===== config.mk =====
export PLATFORM = sky130hd
export DESIGN_NAME = reg_dump_uart_tx
export DESIGN_NICKNAME = d
export VERILOG_FILES = /design/src/rtl/reg_dump_pkg.sv /design/src/rtl/reg_dump_uart_tx_byte.sv /design/src/rtl/reg_dump_uart_tx.sv
export SDC_FILE = /design/constraint.sdc
export NUM_CORES = 1
export LEC_CHECK = 0
export ABC_AREA = 1
export BUFFER_PORTS_ARGS = -buffer_cell sky130_fd_sc_hd__buf_2
export CAP_MARGIN = 40
export CORE_UTILIZATION = 45
export CTS_CLUSTER_DIAMETER = 200
export DETAILED_ROUTE_END_ITERATION = 8
export PLACE_DENSITY = 0.65
export SKIP_LAST_GASP = 1
export SLEW_MARGIN = 0
export SYNTH_ARGS = -nofsm -noshare
export SYNTH_HDL_FRONTEND = slang
export SYNTH_SLANG_ARGS = --single-unit
export TNS_END_PERCENT = 1

===== constraint.sdc =====
create_clock -name clk -period 3.36 [get_ports clk]
set_clock_uncertainty 0.15 [all_clocks]
set_input_delay 0.168 -clock clk [delete_from_list [all_inputs] [get_ports clk]]
set_output_delay 0.168 -clock clk [all_outputs]
set_load 0.02 [all_outputs]

===== src/rtl/reg_dump_pkg.sv =====
// reg_dump_pkg: shared FSM encoding, frame constants and widths for the register dump UART
package reg_dump_pkg;
  typedef enum logic [1:0] {IDLE, START_BIT, DATA_BITS, STOP_BIT} state_e;
  localparam logic [7:0] HEADER_DEFAULT = 8'hA5;
  localparam int FRAME_LEN_BASE = 9;
  localparam int FRAME_LEN_CSUM = 10;
  localparam int IDX_W = 4;
endpackage


===== src/rtl/reg_dump_uart_tx_byte.sv =====
// uart_tx_byte: single-byte 8N1 serializer, LSB first, valid/ready handshake accepted back-to-back
module uart_tx_byte
  import reg_dump_pkg::*;
#(
  parameter int CLKS_PER_BIT = 868
) (
  input  logic       clk,
  input  logic       reset,
  input  logic       valid,
  input  logic [7:0] data,
  output logic       ready,
  output logic       tx
);
  localparam int CW = $clog2(CLKS_PER_BIT);
  state_e state_q, state_d;
  logic [CW-1:0] baud_q, baud_d;
  logic [2:0] bit_q, bit_d;
  logic [7:0] data_q, data_d;
  logic tx_q, tx_d;
  logic bit_end;
  assign bit_end = baud_q == CW'(CLKS_PER_BIT - 1);
  assign ready = state_q == IDLE || (state_q == STOP_BIT && bit_end);
  assign tx = tx_q;
  // next bit/state: a new byte may be taken in the last cycle of the stop bit so bytes abut
  always_comb begin
    state_d = state_q;
    baud_d = state_q == IDLE || bit_end ? '0 : baud_q + 1'b1;
    bit_d = bit_q;
    data_d = data_q;
    tx_d = tx_q;
    if (valid && ready) begin
      state_d = START_BIT;
      data_d = data;
      bit_d = '0;
      tx_d = 1'b0;
    end else if (state_q != IDLE && bit_end) begin
      if (state_q == START_BIT || (state_q == DATA_BITS && bit_q != 3'd7)) begin
        state_d = DATA_BITS;
        bit_d = state_q == START_BIT ? 3'd0 : bit_q + 1'b1;
        tx_d = data_q[0];
        data_d = data_q >> 1;
      end else begin
        state_d = state_q == DATA_BITS ? STOP_BIT : IDLE;
        tx_d = 1'b1;
      end
    end
  end
  // state registers; reset forces the line idle immediately
  always_ff @(posedge clk or posedge reset) begin
    if (reset) begin
      state_q <= IDLE;
      baud_q <= '0;
      bit_q <= '0;
      data_q <= '0;
      tx_q <= 1'b1;
    end else begin
      state_q <= state_d;
      baud_q <= baud_d;
      bit_q <= bit_d;
      data_q <= data_d;
      tx_q <= tx_d;
    end
  end
endmodule


===== src/rtl/reg_dump_uart_tx.sv =====
// reg_dump_uart_tx: snapshots eight debug registers on start and sends header+regs as one UART frame; REG_DUMP_CHECKSUM_EN appends a sum byte
module reg_dump_uart_tx
  import reg_dump_pkg::*;
#(
  parameter int CLKS_PER_BIT = 868,
  parameter logic [7:0] HEADER_BYTE = HEADER_DEFAULT
) (
  input  logic       clk,
  input  logic       reset,
  input  logic       start,
  input  logic [7:0] reg0_in,
  input  logic [7:0] reg1_in,
  input  logic [7:0] reg2_in,
  input  logic [7:0] reg3_in,
  input  logic [7:0] reg4_in,
  input  logic [7:0] reg5_in,
  input  logic [7:0] reg6_in,
  input  logic [7:0] reg7_in,
  output logic       tx,
  output logic       busy,
  output logic       done
);
  logic [7:0] shadow_q [8];
  logic [7:0] shadow_d [8];
  logic [IDX_W-1:0] idx_q, idx_d;
  logic busy_q, busy_d, done_q, done_d;
  logic byte_valid, byte_ready;
  logic [7:0] byte_data;
`ifdef REG_DUMP_CHECKSUM_EN
  localparam int FRAME_LEN = FRAME_LEN_CSUM;
  logic [7:0] csum;
  // modulo-256 sum of the snapshot, header excluded
  always_comb begin
    csum = '0;
    for (int i = 0; i < 8; i++) csum = csum + shadow_q[i];
  end
`else
  localparam int FRAME_LEN = FRAME_LEN_BASE;
`endif
  localparam logic [IDX_W-1:0] LAST = IDX_W'(FRAME_LEN - 1);
  assign busy = busy_q;
  assign done = done_q;
  assign byte_valid = busy_q ? idx_q != LAST : start;
  // byte offered to the serializer: header on the start edge, then the byte after the one in flight
  always_comb begin
`ifdef REG_DUMP_CHECKSUM_EN
    byte_data = !busy_q ? HEADER_BYTE : idx_q == LAST - 1'b1 ? csum : shadow_q[idx_q[2:0]];
`else
    byte_data = !busy_q ? HEADER_BYTE : shadow_q[idx_q[2:0]];
`endif
  end
  // sequencer: snapshot on accepted start, advance per handshake, finish after the last stop bit
  always_comb begin
    shadow_d = shadow_q;
    idx_d = idx_q;
    busy_d = busy_q;
    done_d = 1'b0;
    if (!busy_q && start) begin
      shadow_d = '{reg0_in, reg1_in, reg2_in, reg3_in, reg4_in, reg5_in, reg6_in, reg7_in};
      idx_d = '0;
      busy_d = 1'b1;
    end else if (busy_q && byte_ready) begin
      idx_d = idx_q == LAST ? idx_q : idx_q + 1'b1;
      busy_d = idx_q != LAST;
      done_d = idx_q == LAST;
    end
  end
  // sequencer registers
  always_ff @(posedge clk or posedge reset) begin
    if (reset) begin
      shadow_q <= '{default: '0};
      idx_q <= '0;
      busy_q <= 1'b0;
      done_q <= 1'b0;
    end else begin
      shadow_q <= shadow_d;
      idx_q <= idx_d;
      busy_q <= busy_d;
      done_q <= done_d;
    end
  end
  uart_tx_byte #(.CLKS_PER_BIT(CLKS_PER_BIT)) u_byte (
    .clk(clk),
    .reset(reset),
    .valid(byte_valid),
    .data(byte_data),
    .ready(byte_ready),
    .tx(tx)
  );
endmodule


==> reports/qor.txt <==
=====================================================================================
Run status                                                               finished clean
Standby leakage power                                                     0.003062 µW
Clock insertion delay at the later pin of the skew report                      360 ps
Routed met2 length                                                            5056 µm
Final global-route overflow total                                                   0
Number of buffers between clock root and the deepest sink                           2
Cell count after synthesis                                                        616
Origin of the critical flop-to-flop path                                     idx_q[1]
Final worst setup slack                                                      968.1 ps
Level count of the clock H-tree                                                     3
Highest-count cells in the layout ignoring fill and taps                 sky130_fd_sc_hd__nand2_1, sky130_fd_sc_hd__dfrtp_1, sky130_fd_sc_hd__buf_2
Yosys synthesis warning count                                                       0
Vias per Instance                                                               4.678
Detail Route Antenna Nets                                                           0
Share of final-layout standard cells stronger than drive strength 1            0.1617
Total routed wire length on the met1 layer                                    5091 µm
Count of different cell masters after synthesis                                    31
Data arrival time of the worst path                                           2540 ps
Diodes inserted                                                                     0
Overall Global Routing Usage                                                   0.2091
Fmax                                                                       0.4181 GHz
Yosys reg bits                                                                     94
Pin count of the biggest net entering global routing                               97
Post-synthesis to final-layout area growth                                     26.00%
Fin. Hold Viols                                                                     0
DRC errors left                                                                     0
Maximum fanout count along the critical path                                       20
Vias in the first global route                                                   4064
Share of synthesized area occupied by flip-flops and latches                   0.5001
Clock-pin slew of the registers on the worst-case setup and hold paths         100 ps
Port Buf Inserts                                                                   69
Top-Level Pins                                                                     70
Worst voltage drop across the vdd grid                                      0.2019 mV
Die Span X                                                                   104.3 µm
1st-iter DRT viols                                                                209
Startpoint-to-endpoint class of the critical path                        flop to flop
Final HPWL from detailed placement                                            6525 µm
Placeable core region                                                        9955 µm²
Part of the cycle the worst path needs                                         0.7119
GPL Wtd Cong                                                                   0.7512
DR WL met3                                                                     324 µm
Sequential Power Share                                                          0.581
Clock network fraction of total power                                           0.326
Routed wire length                                                           10690 µm
Switching fraction of total power                                              0.2448
Crit path required time                                                       3510 ps
Post-synthesis instance area                                                 4706 µm²
Worst hold path type                                                     input pin to flop
Die outline height                                                           104.3 µm
Clock sink total                                                                   94
Net switching power                                                          502.3 µW
Setup fix buffers added after clock tree synthesis                                  0
Endpoint type of the worst setup path                                            flop
Source of the worst hold timing path                                            start
Antenna violations before repair                                                    0
Wire length of the first global-routing pass                                 18440 µm
Unrepaired setup endpoints after global routing                                 false
Die footprint                                                               10870 µm²
Routed len/inst                                                              12.22 µm
First-pass iteration count of the detailed router                                   4
Slew at the pin with the worst max-slew slack                                806.5 ps
Internal power component                                                      1549 µW
Number of vias after detailed routing                                            4093
Worst rel slew slack                                                           0.4623
Syn nets                                                                          692
Beginning of the critical path                                               idx_q[1]
Clock buffer count from CTS                                                         9
Master cell of the clock root buffer                                     sky130_fd_sc_hd__clkbuf_8
Fin Setup TNS                                                                    0 ps
Cell Pwr Density                                                         346.0 nW/µm²
Combinational share of power                                                    0.093
Initial Utilization                                                            0.4727
Kind of start point of the critical path                                         flop
Final net count                                                                   813
Post-place setup slack                                                       979.5 ps
Avg Inst Size Synth                                                         7.639 µm²
Number of maximum-capacitance violations                                            0
Clock period minus final worst setup slack                                    2392 ps
Most common library cell in the layout ignoring fill and taps            sky130_fd_sc_hd__nand2_1
Highest layer used for signal routing                                            met4
Number of placement rows                                                           36
Final number of setup-violating endpoints                                           0
Final max-slew violation count                                                      0
CTS tree                                                                        built
=====================================================================================
registers in the layout, summed over array words and instances (netlist names):
register,count
u_byte.tx,1
u_byte.data_q,8
u_byte.bit_q,3
idx_q,4
shadow_q,64
busy,1
done,1
u_byte.baud_q,10
u_byte.state_q,2
critical path, cell delays in order, from the launching register on:
cell	delay, ps
sky130_fd_sc_hd__dfrtp_1	800
sky130_fd_sc_hd__clkinv_1	200
sky130_fd_sc_hd__ha_1	240
sky130_fd_sc_hd__nand3_2	90
sky130_fd_sc_hd__nand2_2	60
sky130_fd_sc_hd__nand2_4	110
sky130_fd_sc_hd__nand2_2	190
sky130_fd_sc_hd__a21oi_4	310
sky130_fd_sc_hd__nand2_1	90
sky130_fd_sc_hd__nand2_1	70
metal layers:
layer / up-vias / GRT usage
met5: - / 0
met4: 0 / 0.06735
met3: 20 / 0.03759
met2: 81 / 0.3444
met1: 1850 / 0.2787
li1: 2142 / -
synthesized netlist by cell type (all sizes together):
master	n	area (µm²)
nand2	289	1137
buf	18	112.6
clkinv	1	3.750
o21bai	1	7.510
xnor2	1	8.760
a21oi	8	62.56
nor2	29	121.4
nand3	57	295.3
dfstp	1	26.28
ha	9	112.6
o21ai	42	221.5
clkbuf	10	37.54
inv	52	205.2
or2	1	6.260
dfrtp	93	2327
nor3	4	20.02
repair_timing:
action,4_1_cts,5_1_grt
hold buffers,65,0
hold endpoints to repair,157,0
gates resized for setup,0,0
power by group through the flow:
stage                     clock, µW  combinational, µW  sequential [µW]
final                           670                191             1190
after global routing            732                218             1200
after CTS                       690                191             1190
after detailed placement          0                133             1210
after global placement            0                130             1210
after floorplan                   0               72.0             1210
kinds of logic (layout without fill, tap and decap cells):
family | Yosys count | after routing | share of synthesized area
and+or+nand+nor | 380 | 380 | 0.3358
DFF | 94 | 94 | 0.5001
buffers and inverters | 81 | 207 | 0.07631
AOI/OAI and AO/OA | 51 | 51 | 0.06195
adders and majority gates | 9 | 9 | 0.02393
xor gates and xnor gates | 1 | 1 | 0.001862
final cells by class:
cell class | instances | area [µm²]
fill | 898 | 4025
sequential | 94 | 2354
multi-input combinational | 441 | 1993
timing repair buffer | 138 | 1039
inverter | 53 | 210.2
tap | 133 | 166.4
clock buffer | 11 | 131.4
clock inverter | 5 | 36.28
final timing paths:
check	to	slack, ps	depth (start not counted)
max in group asynchronous	u_byte.tx	2360	4
min	shadow_q[40]	240	6
min in group asynchronous	done	300	4
max reg2reg	u_byte.data_q[6]	970	9
max	u_byte.data_q[6]	970	9
min reg2reg	u_byte.baud_q[0]	320	1
metrics by stage:
stage          cells  total power [µW]  hold slack [ps]  utilization  cell area [µm²]
3_3_place_gp     794              1343            175.7       0.5134             5111
3_5_place_dp     794              1347            179.1       0.5134             5111
2_1_floorplan    616              1281            134.6            -             4706
5_1_grt          875              2147            269.7       0.5957             5929
6_report         875              2052            244.6       0.5957             5929
4_1_cts          875              2072            235.4       0.5957             5929
Power figures use the tool's default switching activity.
